**config.mk**
```make
export PLATFORM = sky130hd
export DESIGN_NAME = svc_soc_io_uart_tx
export DESIGN_NICKNAME = d
export VERILOG_FILES = /design/src/rtl/svc_soc_io_uart_tx.sv
export SDC_FILE = /design/constraint.sdc
export NUM_CORES = 1
export LEC_CHECK = 0
export ABC_CLOCK_PERIOD_IN_PS = 7900
export BUFFER_PORTS_ARGS = -buffer_cell sky130_fd_sc_hd__buf_4
export CORE_MARGIN = 4
export CORE_UTILIZATION = 48
export CTS_CLUSTER_DIAMETER = 100
export CTS_CLUSTER_SIZE = 20
export DETAILED_ROUTE_END_ITERATION = 10
export GPL_ROUTABILITY_DRIVEN = 0
export GPL_TIMING_DRIVEN = 0
export PLACE_DENSITY = 0.79
export SYNTH_ARGS = -nofsm -noshare
export SYNTH_HDL_FRONTEND = slang
export SYNTH_SLANG_ARGS = --single-unit
```
**constraint.sdc**
```tcl
create_clock -name clk -period 7.9 [get_ports clk]
set_input_delay 0.79 -clock clk [delete_from_list [all_inputs] [get_ports clk]]
set_output_delay 0.79 -clock clk [all_outputs]
set_load 0.02 [all_outputs]
```
**src/rtl/svc_soc_io_uart_tx.sv**
```systemverilog
// Memory-mapped 8N1 UART transmitter on the io_* bus: TXDATA pushes into a byte FIFO,
// STATUS reports FIFO level and flags, and a baud-timed serializer drives uart_tx.
module svc_soc_io_uart_tx #(
  parameter int unsigned CLOCK_FREQ = 100_000_000,
  parameter int unsigned BAUD_RATE  = 115_200,
  parameter logic [31:0] BASE_ADDR  = 32'h8000_0100,
  parameter int unsigned FIFO_DEPTH = 16
) (
  input  logic        clk,
  input  logic        rst_n,
  input  logic        io_wen,
  input  logic [31:0] io_waddr,
  input  logic [31:0] io_wdata,
  input  logic [3:0]  io_wstrb,
  input  logic        io_ren,
  input  logic [31:0] io_raddr,
  output logic [31:0] io_rdata,
  output logic        uart_tx
);

  localparam int unsigned DIV    = CLOCK_FREQ / BAUD_RATE;
  localparam int unsigned CNT_W  = $clog2(DIV);
  localparam int unsigned PTR_W  = $clog2(FIFO_DEPTH);
  localparam int unsigned CNT_FW = PTR_W + 1;

  localparam logic [CNT_W-1:0]  DIV_M1      = CNT_W'(DIV - 1);
  localparam logic [CNT_FW-1:0] FULL_CNT    = CNT_FW'(FIFO_DEPTH);
  localparam logic [31:0]       STATUS_ADDR = BASE_ADDR + 32'd4;

  localparam logic [1:0] StIdle  = 2'd0;
  localparam logic [1:0] StStart = 2'd1;
  localparam logic [1:0] StData  = 2'd2;
  localparam logic [1:0] StStop  = 2'd3;

  logic [7:0]        mem_q [FIFO_DEPTH];
  logic [PTR_W-1:0]  wptr_q, rptr_q;
  logic [CNT_FW-1:0] count_q;
  logic              ovf_q;
  logic [1:0]        state_q, state_d;
  logic [CNT_W-1:0]  baud_q, baud_d;
  logic [2:0]        bit_q, bit_d;
  logic [7:0]        shift_q, shift_d;
  logic              tx_q, tx_d;
  logic [31:0]       rdata_q;

  logic        wr_tx, wr_st, empty, full, bit_end, pop, push, busy;
  logic [7:0]  head;
  logic [31:0] status;
  logic        unused_bits;

  assign wr_tx   = io_wen & (io_waddr == BASE_ADDR) & io_wstrb[0];
  assign wr_st   = io_wen & (io_waddr == STATUS_ADDR) & io_wstrb[0] & io_wdata[3];
  assign empty   = (count_q == '0);
  assign full    = (count_q == FULL_CNT);
  assign bit_end = (baud_q == '0);
  assign head    = mem_q[rptr_q];
  // The serializer takes the head either from idle or at the end of a stop bit.
  assign pop     = ~empty & ((state_q == StIdle) | ((state_q == StStop) & bit_end));
  // A same-edge pop frees a slot, so a push into a full FIFO still lands.
  assign push    = wr_tx & (~full | pop);
  assign busy    = (state_q != StIdle) | ~empty;
  assign status  = {16'h0000, 8'(count_q), 4'h0, ovf_q, busy, empty, full};

  assign unused_bits = ^{io_wdata[31:8], io_wstrb[3:1]};

  always_ff @(posedge clk) begin
    if (push) mem_q[wptr_q] <= io_wdata[7:0];
  end

  always_ff @(posedge clk or negedge rst_n) begin
    if (!rst_n) begin
      wptr_q  <= '0;
      rptr_q  <= '0;
      count_q <= '0;
      ovf_q   <= 1'b0;
    end else begin
      if (push) wptr_q <= wptr_q + PTR_W'(1);
      if (pop)  rptr_q <= rptr_q + PTR_W'(1);
      if (push && !pop)      count_q <= count_q + CNT_FW'(1);
      else if (pop && !push) count_q <= count_q - CNT_FW'(1);
      if (wr_tx && full && !pop) ovf_q <= 1'b1;
      else if (wr_st)            ovf_q <= 1'b0;
    end
  end

  always_comb begin
    state_d = state_q;
    baud_d  = baud_q;
    bit_d   = bit_q;
    shift_d = shift_q;
    tx_d    = tx_q;
    if (state_q != StIdle && !bit_end) baud_d = baud_q - CNT_W'(1);
    unique case (state_q)
      StIdle: begin
        if (pop) begin
          state_d = StStart;
          shift_d = head;
          tx_d    = 1'b0;
          baud_d  = DIV_M1;
        end
      end
      StStart: begin
        if (bit_end) begin
          state_d = StData;
          bit_d   = 3'd0;
          tx_d    = shift_q[0];
          baud_d  = DIV_M1;
        end
      end
      StData: begin
        if (bit_end) begin
          baud_d = DIV_M1;
          if (bit_q == 3'd7) begin
            state_d = StStop;
            tx_d    = 1'b1;
          end else begin
            bit_d   = bit_q + 3'd1;
            shift_d = {1'b0, shift_q[7:1]};
            tx_d    = shift_q[1];
          end
        end
      end
      StStop: begin
        if (bit_end) begin
          if (pop) begin
            state_d = StStart;
            shift_d = head;
            tx_d    = 1'b0;
            baud_d  = DIV_M1;
          end else begin
            state_d = StIdle;
          end
        end
      end
      default: state_d = StIdle;
    endcase
  end

  always_ff @(posedge clk or negedge rst_n) begin
    if (!rst_n) begin
      state_q <= StIdle;
      baud_q  <= '0;
      bit_q   <= '0;
      shift_q <= '0;
      tx_q    <= 1'b1;
      rdata_q <= '0;
    end else begin
      state_q <= state_d;
      baud_q  <= baud_d;
      bit_q   <= bit_d;
      shift_q <= shift_d;
      tx_q    <= tx_d;
      if (io_ren) rdata_q <= (io_raddr == STATUS_ADDR) ? status : 32'h0;
    end
  end

  assign uart_tx  = tx_q;
  assign io_rdata = rdata_q;

endmodule

```
==> results.txt <==
----------------------------------------------------
[Logic synthesis]
  Ys async rst share ... a little over a quarter
  Number of flip-flops and latches in the synthesized netlist ... between 150 and 200
  EDFF count, synth ... around 130
  Number of distinct library cell variants in the gate-level netlist after synthesis ... 66
  Synth Instances ... around 580
  Most used DFF post-synth ... sky130_fd_sc_hd__edfxtp_1
  Avg Synthesized Cell Area ... between 10 and 15 sq um
  Post-synthesis instance area ... between 0.008 and 0.009 sq mm
  Sequential fraction of the synthesis area ... a little over three fifths
  Yosys Warn Count ... 0

[STA]
  Rel. slew slack ... between 10% and 20%
  Setup violation total in the final timing report ... 0
  FMAX ... ~290 MHz
  Setup clock skew after layout ... roughly 0.011 ns
  Shortest clock period the worst path allows after layout ... between 3 and 4 ns
  Setup repair after global routing missed its margin ... false
  Number of max-slew violations in the final report ... 0
  Total negative slack ... 0 ns
  Period Utilization, post-route ... 43.7%
  Final count of hold timing violations ... 0
  Slew @ Worst Pin ... around 1.3 ns

[Final layout]
  Layout cells sized above 1 ... 24.4%
  Number of antenna repair diodes ... 0
  Filler Cells Inserted ... 1,305
  Final core utilization ... about three fifths
  Multi-input logic area ... approximately 0.0028 sq mm
  Register area ... roughly 0.005 sq mm
  Net total in the final layout ... around 830
  Area delta synth->final ... 19.6%

[Clocking]
  Number of buffers inserted by hold repair at cts ... 0
  Clock Sinks ... roughly 180
  Clock slew at reported path FFs ... about 0.07 ns
  Cts bufs inserted ... 17
  Resize count post-CTS ... 0
  Clock insertion delay at the later pin of the skew report ... around 0.44 ns
  Post-CTS setup repair buffer count ... 0
  Clock root buffer ... sky130_fd_sc_hd__clkbuf_16
  CTS tree ... built
  # H-tree levels ... 4
  Maximum clock insertion buffer count ... 2

[Setup path]
  Launching instance or port of the critical path ... baud_q[0]
  Arrival time at the worst endpoint ... about 3.5 ns
  Type of element launching the critical path ... register
  CP max FO ... 10
  Setup slack of the most critical reg-to-reg path ... about 4.4 ns
  Endpoint type of the worst setup path ... register
  Terminus of the critical flop-to-flop path ... mem_q[3][2]
  R2R depth ... 8
  Type of the worst setup path ... register to register
  Required time worst endpoint ... just under 8 ns
  Reg-to-reg startpoint ... baud_q[0]

[Die]
  Site row count ... between 40 and 50
  I/O pin count ... 137
  Die width ... approximately 140 microns
  Core region area ... 0.0165 sq mm
  Initial Utilization ... 48.7%
  Vert. Die Dim ... approximately 140 microns
  Area enclosed by the die boundary ... around 0.019 sq mm

[Detailed routing]
  Detailed-route wire length ... approximately 18 mm
  Detailed-route DRC error count ... 0
  Via count ... 5,255
  Post-detailed-route wirelength per cell ... between 15 and 20 microns
  Number of nets with antenna violations after routing ... 0
  Number of DRC violations after detailed-routing iteration 0 ... approximately 480
  Count of TritonRoute iterations in the first routing pass ... 5
  Via density per instance ... 5.58

[Status]
  Status ... complete, no violations

[Pwr]
  Sequential share of power ... between 50% and 60%
  Power density over cell area ... 192 mW/mm^2
  Relative contribution of combinational cells to total power ... under 10%
  Switching Share ... 22.2%
  Switching pwr ... 0.410 mW
  Maximum ir drop on the vdd rail ... 211 uV
  Internal power consumption ... 1.43 mW
  Leak ... ~3.8 nW
  Relative contribution of the clock network to total power ... 42.9%

[Global routing]
  Antenna violations before repair ... 0
  Wire length of the first global-routing pass ... approximately 27 mm
  Total routing usage reported by global routing ... 19.4%
  Pin count of the biggest net entering global routing ... 48
  Fraction of met3 tracks used by global routing ... about 4%
  Busiest layer in global routing ... met2
  Via count of the first global-routing pass ... roughly 5,200
  Global Route met2 Usage ... 32.9%
  Grt total ovfl ... 0
  GR met1 Demand/Resource ... between 20% and 30%

[Placed design]
  Count of input and output buffers ... 86
  Detailed placement HPWL ... between 10 and 15 mm

[Worst hold path]
  Path type of the worst min-delay path ... primary input to asynchronous set/reset pin

[Job]
  Count of maximum capacitance violations ... 0

----------------------------------------------------
[power groups by stage]
stage / clock (mW) / sequential, mW / combinational (mW)
2_1_floorplan: 0 / 1.01 / 0.0217
3_3_place_gp: 0 / 1.01 / 0.0645
3_5_place_dp: 0 / 1.01 / 0.0665
4_1_cts: 0.801 / 0.987 / 0.0665
5_1_grt: 0.841 / 0.986 / 0.0725
6_report: 0.791 / 0.987 / 0.0667
[layout make-up]
cell class	count	area share, %
plain buffers	49	3.06
flip-flops and latches	175	52.3
multi-input cells	368	28.7
well taps	220	2.87
repair buffers	87	6.81
inverters	11	0.430
clock inverters	15	1.37
clock buffers	17	4.43
[cells in the final DEF (no fill, tap or decap), drive strengths merged, types with 6 or more instances in the layout]
cell type and n:
nor3 13, nor4 16, inv 18, conb 23, mux2i 60, a21oi 26, clkinv 7, buf 122
nor2b 8, o31ai 6, ha 18, o21ai 17, o22ai 7, nand2b 6, nand2 28, edfxtp 128
a22oi 14, a221oi 6, xnor2 10, clkbuf 31, dfrtp 46, a22o 16, nor2 29
[cell usage after synthesis (all sizes together) (6+ instances only)]
cell | number | area [sq um]
a21oi | 26 | 130
a221oi | 6 | 52.6
a22o | 16 | 140
a22oi | 14 | 105
buf | 36 | 245
clkbuf | 13 | 48.8
dfrtp | 46 | 1150
edfxtp | 128 | 3840
ha | 18 | 225
inv | 10 | 37.5
mux2i | 60 | 601
nand2 | 28 | 105
nand2b | 6 | 37.5
nor2 | 29 | 109
nor2b | 8 | 50.1
nor3 | 13 | 75.1
nor4 | 16 | 158
o21ai | 17 | 85.1
o22ai | 7 | 43.8
o31ai | 6 | 65.1
xnor2 | 10 | 87.6
[state kept, by name (all words and copies together) (netlist names)]
| register | count |
|---|---|
| mem_q | 128 |
| baud_q | 10 |
| io_rdata | 9 |
| shift_q | 8 |
| count_q | 5 |
| rptr_q | 4 |
| wptr_q | 4 |
| bit_q | 3 |
| state_q | 2 |
| ovf_q | 1 |
| uart_tx | 1 |
[metal layers]
layer / share of wire (%) / wire (microns) / vias up
li1: - / - / 2443
met1: 41 / 7330 / 2562
met2: 50 / 8930 / 226
met3: 7.5 / 1350 / 24
met4: 1.6 / 286 / 0
met5: 0 / 0 / -
[critical path: stages, from the launching register on]
cell and delay (ns):
sky130_fd_sc_hd__dfrtp_1 0.42, sky130_fd_sc_hd__inv_1 0.11, sky130_fd_sc_hd__ha_1 0.14, sky130_fd_sc_hd__nor2b_1 0.13
sky130_fd_sc_hd__buf_1 0.36, sky130_fd_sc_hd__nand4_2 0.21, sky130_fd_sc_hd__nand4b_2 0.22, sky130_fd_sc_hd__nand4b_1 0.36
sky130_fd_sc_hd__nor3_1 1.11
[worst max path at each step]
stage / slack (ns) / to
floorplan: 4.54 / count_q[4]
global placement: 4.17 / mem_q[3][0]
detailed placement: 4.10 / mem_q[3][4]
CTS: 4.47 / count_q[4]
global route: 4.19 / count_q[4]
finish: 4.45 / mem_q[3][2]
[logic make-up (layout without fill, tap and decap cells)]
group,after synthesis,in the layout,share of synthesized area [%]
flip-flops,175,175,62.6
AND/OR/NAND/NOR,135,135,9.95
AO/OA/AOI/OAI,108,108,9.39
multiplexers,68,68,9.17
buffers and inverters,60,179,4.18
adder cells (fa/ha/maj),19,19,3.06
XOR/XNOR,15,15,1.64
other,1,23,0.0467
[per-stage QoR]
step / setup WS (ns) / power, mW / std cells / hold slack (ns) / instance area (sq um)
after global placement: 4.17 / 1.07 / 909 / 0.466 / 9030
final: 4.45 / 1.84 / 942 / 0.365 / 9600
after detailed placement: 4.10 / 1.07 / 909 / 0.473 / 9030
after CTS: 4.47 / 1.85 / 941 / 0.367 / 9580
after floorplan: 4.54 / 1.03 / 603 / 0.449 / 8110
after global routing: 4.19 / 1.90 / 942 / 0.395 / 9600
(Power assumes the default switching activity.)
